===== config.mk =====
export PLATFORM = sky130hd
export DESIGN_NAME = ascon_sbox_loader
export DESIGN_NICKNAME = d
export VERILOG_FILES = /design/src/rtl/ascon_sbox_loader.sv
export SDC_FILE = /design/constraint.sdc
export NUM_CORES = 1
export LEC_CHECK = 0
export BUFFER_PORTS_ARGS = -buffer_cell sky130_fd_sc_hd__buf_2
export CORE_MARGIN = 1
export CORE_UTILIZATION = 41
export DETAILED_ROUTE_END_ITERATION = 16
export GPL_TIMING_DRIVEN = 0
export PLACE_DENSITY = 0.73
export RECOVER_POWER = 25
export SETUP_SLACK_MARGIN = 0.2
export SYNTH_ARGS = -nofsm -noshare
export SYNTH_HDL_FRONTEND = slang
export SYNTH_SLANG_ARGS = --single-unit

===== constraint.sdc =====
create_clock -name clk_i -period 3.5 [get_ports clk_i]
set_input_delay 0.175 -clock clk_i [delete_from_list [all_inputs] [get_ports clk_i]]
set_output_delay 0.175 -clock clk_i [all_outputs]
set_load 0.02 [all_outputs]

===== src/rtl/ascon_sbox_loader.sv =====
// ascon_sbox_loader
//
// Register-bus initiator that programs the 32-entry, 5-bit S-box table of the
// ASCON permutation core. A start pulse in idle captures the 160-bit table.
// The block then writes entries 0..31 back-to-back on the bus.
//
// Optional readback: define ASCON_SBOX_READBACK_EN. With it defined, each entry
// is also read back and compared after the write pass.
//
// Parameters:
//   BASE_ADDR    bus address of entry 0
//   ADDR_STRIDE  byte increment per entry (address wraps modulo 2^32)
// Ports:
//   clk_i, rst_n_i  clock, asynchronous active-low reset
//   start_i         load request, sampled only in idle
//   table_i         table to load, entry i = table_i[5*i +: 5]
//   reg_req_o       bus request (valid/addr/write/wdata/wstrb)
//   reg_rsp_i       bus response (ready/rdata/error)
//   busy_o          sequence in progress
//   done_o          one-cycle pulse at the end of a sequence (pass or fail)
//   error_o         sticky failure flag, cleared by the next accepted start
//   err_idx_o       index of the failing entry, valid while error_o is set

package ascon_sbox_loader_pkg;

    typedef struct packed {
        logic [31:0] addr;
        logic        write;
        logic [31:0] wdata;
        logic [3:0]  wstrb;
        logic        valid;
    } reg_req_t;

    typedef struct packed {
        logic [31:0] rdata;
        logic        error;
        logic        ready;
    } reg_rsp_t;

endpackage

module ascon_sbox_loader
    import ascon_sbox_loader_pkg::*;
#(
    parameter logic [31:0] BASE_ADDR   = 32'h0000_0000,
    parameter logic [31:0] ADDR_STRIDE = 32'd4
) (
    input  logic         clk_i,
    input  logic         rst_n_i,
    input  logic         start_i,
    input  logic [159:0] table_i,
    output reg_req_t     reg_req_o,
    input  reg_rsp_t     reg_rsp_i,
    output logic         busy_o,
    output logic         done_o,
    output logic         error_o,
    output logic [4:0]   err_idx_o
);

`ifdef ASCON_SBOX_READBACK_EN
    typedef enum logic [1:0] {StIdle, StWrite, StRead} state_e;
`else
    typedef enum logic [0:0] {StIdle, StWrite} state_e;
`endif

    state_e       state_q, state_d;
    logic [4:0]   idx_q, idx_d;
    logic [159:0] table_q, table_d;
    logic         done_q, done_d;
    logic         error_q, error_d;
    logic [4:0]   err_idx_q, err_idx_d;

    logic [4:0]   entries [32];
    logic [4:0]   entry;
    logic [31:0]  req_addr;
    logic         last;

    for (genvar g = 0; g < 32; g++) begin : g_entries
        assign entries[g] = table_q[5*g +: 5];
    end

    assign entry    = entries[idx_q];
    assign req_addr = BASE_ADDR + ADDR_STRIDE * {27'b0, idx_q};
    assign last     = (idx_q == 5'd31);

`ifndef ASCON_SBOX_READBACK_EN
    // Read data only matters for the readback compare.
    logic [31:0] unused_rdata;
    assign unused_rdata = reg_rsp_i.rdata;
`endif

    always_comb begin
        state_d   = state_q;
        idx_d     = idx_q;
        table_d   = table_q;
        done_d    = 1'b0;
        error_d   = error_q;
        err_idx_d = err_idx_q;
        reg_req_o = '0;

        unique case (state_q)
            StIdle: begin
                if (start_i) begin
                    table_d   = table_i;
                    idx_d     = '0;
                    error_d   = 1'b0;
                    err_idx_d = '0;
                    state_d   = StWrite;
                end
            end

            StWrite: begin
                reg_req_o.valid = 1'b1;
                reg_req_o.write = 1'b1;
                reg_req_o.addr  = req_addr;
                reg_req_o.wdata = {27'b0, entry};
                reg_req_o.wstrb = 4'b0001;
                if (reg_rsp_i.ready) begin
                    if (reg_rsp_i.error) begin
                        state_d   = StIdle;
                        done_d    = 1'b1;
                        error_d   = 1'b1;
                        err_idx_d = idx_q;
                    end else if (last) begin
`ifdef ASCON_SBOX_READBACK_EN
                        state_d = StRead;
                        idx_d   = '0;
`else
                        state_d = StIdle;
                        done_d  = 1'b1;
`endif
                    end else begin
                        idx_d = idx_q + 5'd1;
                    end
                end
            end

`ifdef ASCON_SBOX_READBACK_EN
            StRead: begin
                reg_req_o.valid = 1'b1;
                reg_req_o.addr  = req_addr;
                if (reg_rsp_i.ready) begin
                    // Only the low five bits carry the entry; upper bits are don't-care.
                    if (reg_rsp_i.error || (reg_rsp_i.rdata[4:0] != entry)) begin
                        state_d   = StIdle;
                        done_d    = 1'b1;
                        error_d   = 1'b1;
                        err_idx_d = idx_q;
                    end else if (last) begin
                        state_d = StIdle;
                        done_d  = 1'b1;
                    end else begin
                        idx_d = idx_q + 5'd1;
                    end
                end
            end
`endif

            default: state_d = StIdle;
        endcase
    end

    always_ff @(posedge clk_i or negedge rst_n_i) begin
        if (!rst_n_i) begin
            state_q   <= StIdle;
            idx_q     <= '0;
            table_q   <= '0;
            done_q    <= 1'b0;
            error_q   <= 1'b0;
            err_idx_q <= '0;
        end else begin
            state_q   <= state_d;
            idx_q     <= idx_d;
            table_q   <= table_d;
            done_q    <= done_d;
            error_q   <= error_d;
            err_idx_q <= err_idx_d;
        end
    end

    assign busy_o    = (state_q != StIdle);
    assign done_o    = done_q;
    assign error_o   = error_q;
    assign err_idx_o = err_idx_q;

endmodule


==> impl_metrics.env, run 1 <==
export IMPL_grt_util_met1=0.330
export IMPL_initial_core_util=0.424
export IMPL_drv_cap=1
export IMPL_dieArea_um2=21000
export IMPL_htree_levels=4
export IMPL_drive_gt1_frac=0.254
export IMPL_die_y_um=145
export IMPL_synth_cell_types=31
export IMPL_clockPowerShare=0.292
export IMPL_path_class="flop to primary output"
export IMPL_fmax_mhz=352
export IMPL_insertion_delay_ps=430
export IMPL_synth_common_cells="498 x nand2_1, 173 x dfrtp_1, 64 x buf_4, 37 x mux4_2, 36 x clkbuf_1"
export IMPL_combPwrFrac=0.332
export IMPL_drc=0
export IMPL_switchingPower_mw=2.31
export IMPL_ys_ff_latch=173
export IMPL_synth_compound_area_frac=0.0195
export IMPL_path_clk_slew_ps=60
export IMPL_seq_area_frac_synth=0.516
export IMPL_ioPinCount=275
export IMPL_fin_cells=1595
export IMPL_antenna_found_initial=1
export IMPL_grt_overflow=0
export IMPL_yosys_warnings=0
export IMPL_layout_min_cycle_time_ps=2840
export IMPL_grt_pass1_vias=7903
export IMPL_netSwitchingFraction=0.315
export IMPL_top_usage_layer="met2"
export IMPL_routed_wl_mm=27.0
export IMPL_grt_pass1_wl_mm=42.4
export IMPL_synth_simple_gate_area_frac=0.239
export IMPL_grt_usage=0.264
export IMPL_crit_arrival_ps=2670
export IMPL_drtIter0Drc=582
export IMPL_synth_most_common_cell="nand2_1"
export IMPL_grt_max_degree=89
export IMPL_holdCritPathClass="input pin to flop"
export IMPL_worstPathRequired_ps=3320
export IMPL_synth_area_leaders="dfrtp_1 52%, nand2_1 22%, mux4_2 9.9%"
export IMPL_tightest_slew_ps=2180
export IMPL_cts_setup_buffers=0
export IMPL_crit_fanout=10
export IMPL_placed_cells=1400
export IMPL_r2r_setup_slack_ps=1110
export IMPL_ant_nets=0
export IMPL_synth_ff_type="dfrtp_1"
export IMPL_violations="capacitance limit, slew limit"
export IMPL_clock_skew_ps=10.3
export IMPL_synth_xor_area_share=0.00209
export IMPL_synth_top_family_by_area="simple AND/OR/NAND/NOR gates"
export IMPL_die_w_um=145
export IMPL_fin_crit_sh=0.812
export IMPL_area_growth_syn_to_layout_pct=45.1
export IMPL_viasPerCell=4.85
export IMPL_met3_usage=0.0525
export IMPL_firstDrtPassIters=5
export IMPL_syn_inst=893
export IMPL_yosys_area_top_type="dfrtp_1"
export IMPL_synthAdderAreaFrac=0.00298
export IMPL_synth_mux_area_frac=0.129
export IMPL_p_seq_frac=0.376
export IMPL_powerDensity_nw_per_um2=602
export IMPL_cts_tree="done"
export IMPL_wl_per_cell_um=16.9
export IMPL_place_gp_congestion=0.815
export IMPL_std_cell_rows=51
export IMPL_numClockSinks=173
export IMPL_syn_area_per_cell_um2=9.40
export IMPL_synth_edff_count=0
export IMPL_post_cts_resized=0
export IMPL_slew_viol_final=86
export IMPL_endpoint_kind="primary output"
export IMPL_hold_ws_ps=22.0
export IMPL_outcome="finished with violations"
export IMPL_worst_setup_path_start_kind="flop"
export IMPL_leakage_nw=6.40
export IMPL_vias=7734
export IMPL_core_area_um2=19800
export IMPL_final_setup_viol_count=0
export IMPL_grt_setup_unrepaired="false"
export IMPL_ir_drop_mv=0.357
export IMPL_final_hold_viol_count=0
export IMPL_layout_nets=1514
export IMPL_cts_max_path_buffers=2
export IMPL_cts_buffers=17
export IMPL_p_int_mw=5.02
export IMPL_nFillCells=1596
export IMPL_dp_hpwl_mm=17.0
export IMPL_use_met2=0.448
export IMPL_syn_cell_area_um2=8390
export IMPL_synth_top_cell_area_share=0.516
export IMPL_port_buffers=185
export IMPL_synthArstFlopShare=1.00
export IMPL_total_power_mw=7.33
export IMPL_max_slew_margin=-0.453
export IMPL_cts_root_buf="clkbuf_16"
## per-stage QoR
stage | TNS [ps] | util | instance area [µm²] | setup slack (ps)
CTS | 0 | 0.616 | 12200 | 605
global placement | -76830 | 0.498 | 9860 | -459
global route | 0 | 0.615 | 12200 | 552
floorplan | 0 | - | 8600 | 1420
detailed placement | 0 | 0.500 | 9900 | 1070
finish | 0 | 0.616 | 12200 | 656
## worst max-delay path, cell delays in order (launching register included)
cell      delay [ps]
dfrtp_1          520
buf_4            320
mux4_2           570
mux2_2           300
a21oi_1          260
a311oi_1          80
buf_2            190
## timing repair
item                                    in CTS  in global routing
hold endpoints to repair                   245                  0
endpoints found under the setup margin       0                  0
hold buffers                               161                  0
## final timing paths
kind                                   from  cells after the start      endpoint
worst max-delay path               idx_q[0]                      6  reg_req_o[8]
worst min-delay path                start_i                      3        busy_o
worst max register to register       busy_o                      6   table_q[99]
worst min register to register  table_q[49]                      2   table_q[49]
max in group asynchronous           rst_n_i                      3  table_q[155]
min in group asynchronous           rst_n_i                      2   table_q[61]
## per-layer routing
layer	part of all wire	wire length (µm)
met5	0	0
met4	0.034	913
met3	0.051	1360
met2	0.50	13500
met1	0.42	11200
## area by class of cell
class	count	area (µm²)	share of cell area
Buffer	114	762	0.0626
Tap cell	265	332	0.0272
Clock buffer	25	536	0.0440
Antenna cell	2	5.00	0.000411
Sequential cell	173	4330	0.355
Clock inverter	7	146	0.0120
Multi-Input combinational cell	662	3510	0.288
Timing Repair Buffer	347	2560	0.210
## power groups by stage
stage,clock [mW],sequential (mW),combinational [mW]
after CTS,2.16,2.74,2.43
after global placement,0,2.75,2.23
after floorplan,0,2.69,1.61
final,2.14,2.75,2.44
after global routing,2.24,2.80,2.65
after detailed placement,0,2.77,2.28
## registers in the layout, summed over array words and instances (netlist names)
register and flops:
error_o 1, idx_q 5, done_o 1, busy_o 1, table_q 160, err_idx_o 5
## logic make-up after synthesis
kind of cell / count (synthesis)
xor+xnor: 2
mux: 56
fa+ha+maj: 2
compound gates: 23
flops: 173
buf+inv: 114
other cells: 1
simple gates: 522
## placed cells by master (no fill, tap or decap), types with 2 or more instances in the layout
master / Yosys / routed
nand3_1: 6 / 6
buf_4: 64 / 64
clkbuf_1: 36 / 42
bufinv_16: 0 / 4
mux4_2: 37 / 37
nor2_1: 5 / 5
mux2i_1: 6 / 6
clkbuf_16: 0 / 17
and2_1: 5 / 5
ha_1: 2 / 2
buf_2: 5 / 183
xor2_1: 2 / 2
dlygate4sd3_1: 0 / 161
diode_2: 0 / 2
a221o_1: 5 / 5
dfrtp_1: 173 / 173
o21ai_0: 6 / 6
buf_6: 5 / 5
conb_1: 1 / 57
buf_8: 3 / 3
clkbuf_8: 0 / 8
mux4_1: 3 / 3
nand2_1: 498 / 498
a311oi_1: 5 / 5
and3_1: 2 / 2
mux2_2: 10 / 10
a21oi_1: 5 / 5
clkinv_4: 0 / 2
(Power assumes the default switching activity.)
==> inputs of run 2 (changes only) <==
Clock period 3.5 ns to 2.9 ns, I/O delays scaled along.
==> impl_metrics.env, run 2 (synthesis results as in run 1) <==
export IMPL_pre_cts_slack_ps=501
export IMPL_cts_buffers=17
export IMPL_fmax_mhz=380
export IMPL_final_hold_viol_count=0
export IMPL_fin_crit_sh=0.907
export IMPL_cp_num_buf_inv=2
export IMPL_cts_setup_buffers=0
export IMPL_worst_setup_path_start_kind="flop"
export IMPL_numClockSinks=173
export IMPL_endpoint_kind="primary output"
export IMPL_die_y_um=145
export IMPL_routed_wl_mm=27.0
export IMPL_multi_input_area_um2=3540
export IMPL_critPathMaxStageDelay_ps=550
export IMPL_r2r_setup_slack_ps=520
export IMPL_grt_pass1_wl_mm=42.5
export IMPL_ir_drop_mv=0.431
export IMPL_dp_hpwl_mm=17.0
export IMPL_drtIter0Drc=617
export IMPL_path_class="flop to primary output"
export IMPL_grt_usage=0.264
export IMPL_final_setup_viol_count=0
export IMPL_layout_setup_ws_ps=269
export IMPL_crit_fanout=10
export IMPL_layout_cells_most_common="nand2_1"
export IMPL_dieArea_um2=21000
export IMPL_grt_max_degree=89
export IMPL_cts_root_buf="clkbuf_16"
export IMPL_path_clk_slew_ps=60
export IMPL_seq_area_um2=4330
export IMPL_outcome="finished with violations"
export IMPL_slew_viol_final=86
export IMPL_cts_max_path_buffers=2
export IMPL_largest_reg_flops=160
export IMPL_final_cell_mix="498 x nand2_1, 183 x buf_2, 172 x dfrtp_1"
export IMPL_insertion_delay_ps=430
export IMPL_nFillCells=1592
export IMPL_tightest_slew_ps=2180
export IMPL_wl_per_cell_um=16.9
export IMPL_grt_setup_unrepaired="true"
export IMPL_drt_met1_wl_mm=11.1
export IMPL_layout_nets=1515
export IMPL_crit_chain="buf_8 > mux4_2 > a221o_1 > a21oi_2 > a311oi_1 > buf_2"
export IMPL_firstDrtPassIters=5
export IMPL_fin_cells=1595
export IMPL_cpLargestDelayFamily="compound AO/OA/AOI/OAI gates"
export IMPL_wl_met3_mm=1.51
export IMPL_drive_gt1_frac=0.259
export IMPL_powerDensity_nw_per_um2=729
export IMPL_viasPerCell=4.80
export IMPL_violations="capacitance limit, slew limit"
export IMPL_top_layer="met4"
export IMPL_cts_tree="done"
export IMPL_placed_cells=1400
export IMPL_area_growth_syn_to_layout_pct=45.7
export IMPL_core_area_um2=19800
export IMPL_drv_cap=1
export IMPL_layout_min_cycle_time_ps=2630
export IMPL_top_register="table_q"
export IMPL_ioPinCount=275
export IMPL_max_slew_margin=-0.452
export IMPL_antenna_found_initial=0
export IMPL_place_gp_congestion=0.815
export IMPL_die_w_um=145
export IMPL_worstPathRequired_ps=2760
export IMPL_std_cell_rows=51
export IMPL_leakage_nw=6.42
export IMPL_hold_ws_ps=61.0
export IMPL_wl_met2_mm=13.4
export IMPL_grt_overflow=0
export IMPL_initial_core_util=0.424
export IMPL_port_buffers=185
export IMPL_drc=0
export IMPL_clock_skew_ps=10.1
export IMPL_holdCritPathClass="input pin to flop"
export IMPL_crit_arrival_ps=2490
export IMPL_htree_levels=4
export IMPL_vias=7657
export IMPL_ant_nets=0
export IMPL_grt_pass1_vias=7906
export IMPL_slowest_stage="mux4_2"
==> run 2: path summary, 6_finish.rpt <==
check	startpoint	depth (start not counted)	end
max	idx_q[0]	6	reg_req_o[8]
min	reg_rsp_i[0]	2	done_o
max reg2reg	busy_o	6	table_q[99]
min reg2reg	table_q[49]	2	table_q[49]
max in group asynchronous	rst_n_i	3	idx_q[0]
min in group asynchronous	rst_n_i	2	table_q[61]
==> run 2: cell type report <==
type                            instances  area share
Multi-Input combinational cell        662       0.289
Clock buffer                           25      0.0438
Antenna cell                            1    0.000205
Timing Repair Buffer                  348       0.210
Clock inverter                          7      0.0120
Sequential cell                       173       0.354
Buffer                                114      0.0635
Tap cell                              265      0.0271
==> run 2: what timing repair did <==
action,CTS,global route
gates resized for setup,5,6
hold endpoints to repair,246,0
pin swaps,0,0
gates cloned,0,0
setup endpoints to repair,5,5
hold buffers,162,0
==> run 2: routing by layer <==
layer | GRT usage | vias up
li1 | - | 3598
met1 | 0.330 | 3654
met2 | 0.449 | 327
met3 | 0.0513 | 78
met4 | 0.107 | 0
met5 | 0 | -
==> run 2: metrics by stage <==
step	power [mW]	util	setup TNS, ps	instance area, µm²
6_report	8.91	0.618	0	12200
5_1_grt	9.35	0.618	0	12200
2_1_floorplan	5.19	-	0	8600
3_3_place_gp	6.01	0.498	-175440	9860
3_5_place_dp	6.10	0.500	0	9900
4_1_cts	8.88	0.618	0	12200
==> run 2: power by group <==
group          leakage, nW  total (mW)  switching [mW]  internal (mW)
Sequential            2.16        3.33           0.345           2.98
Combinational         3.92        3.00            1.52           1.48
Clock                0.336        2.58           0.949           1.63
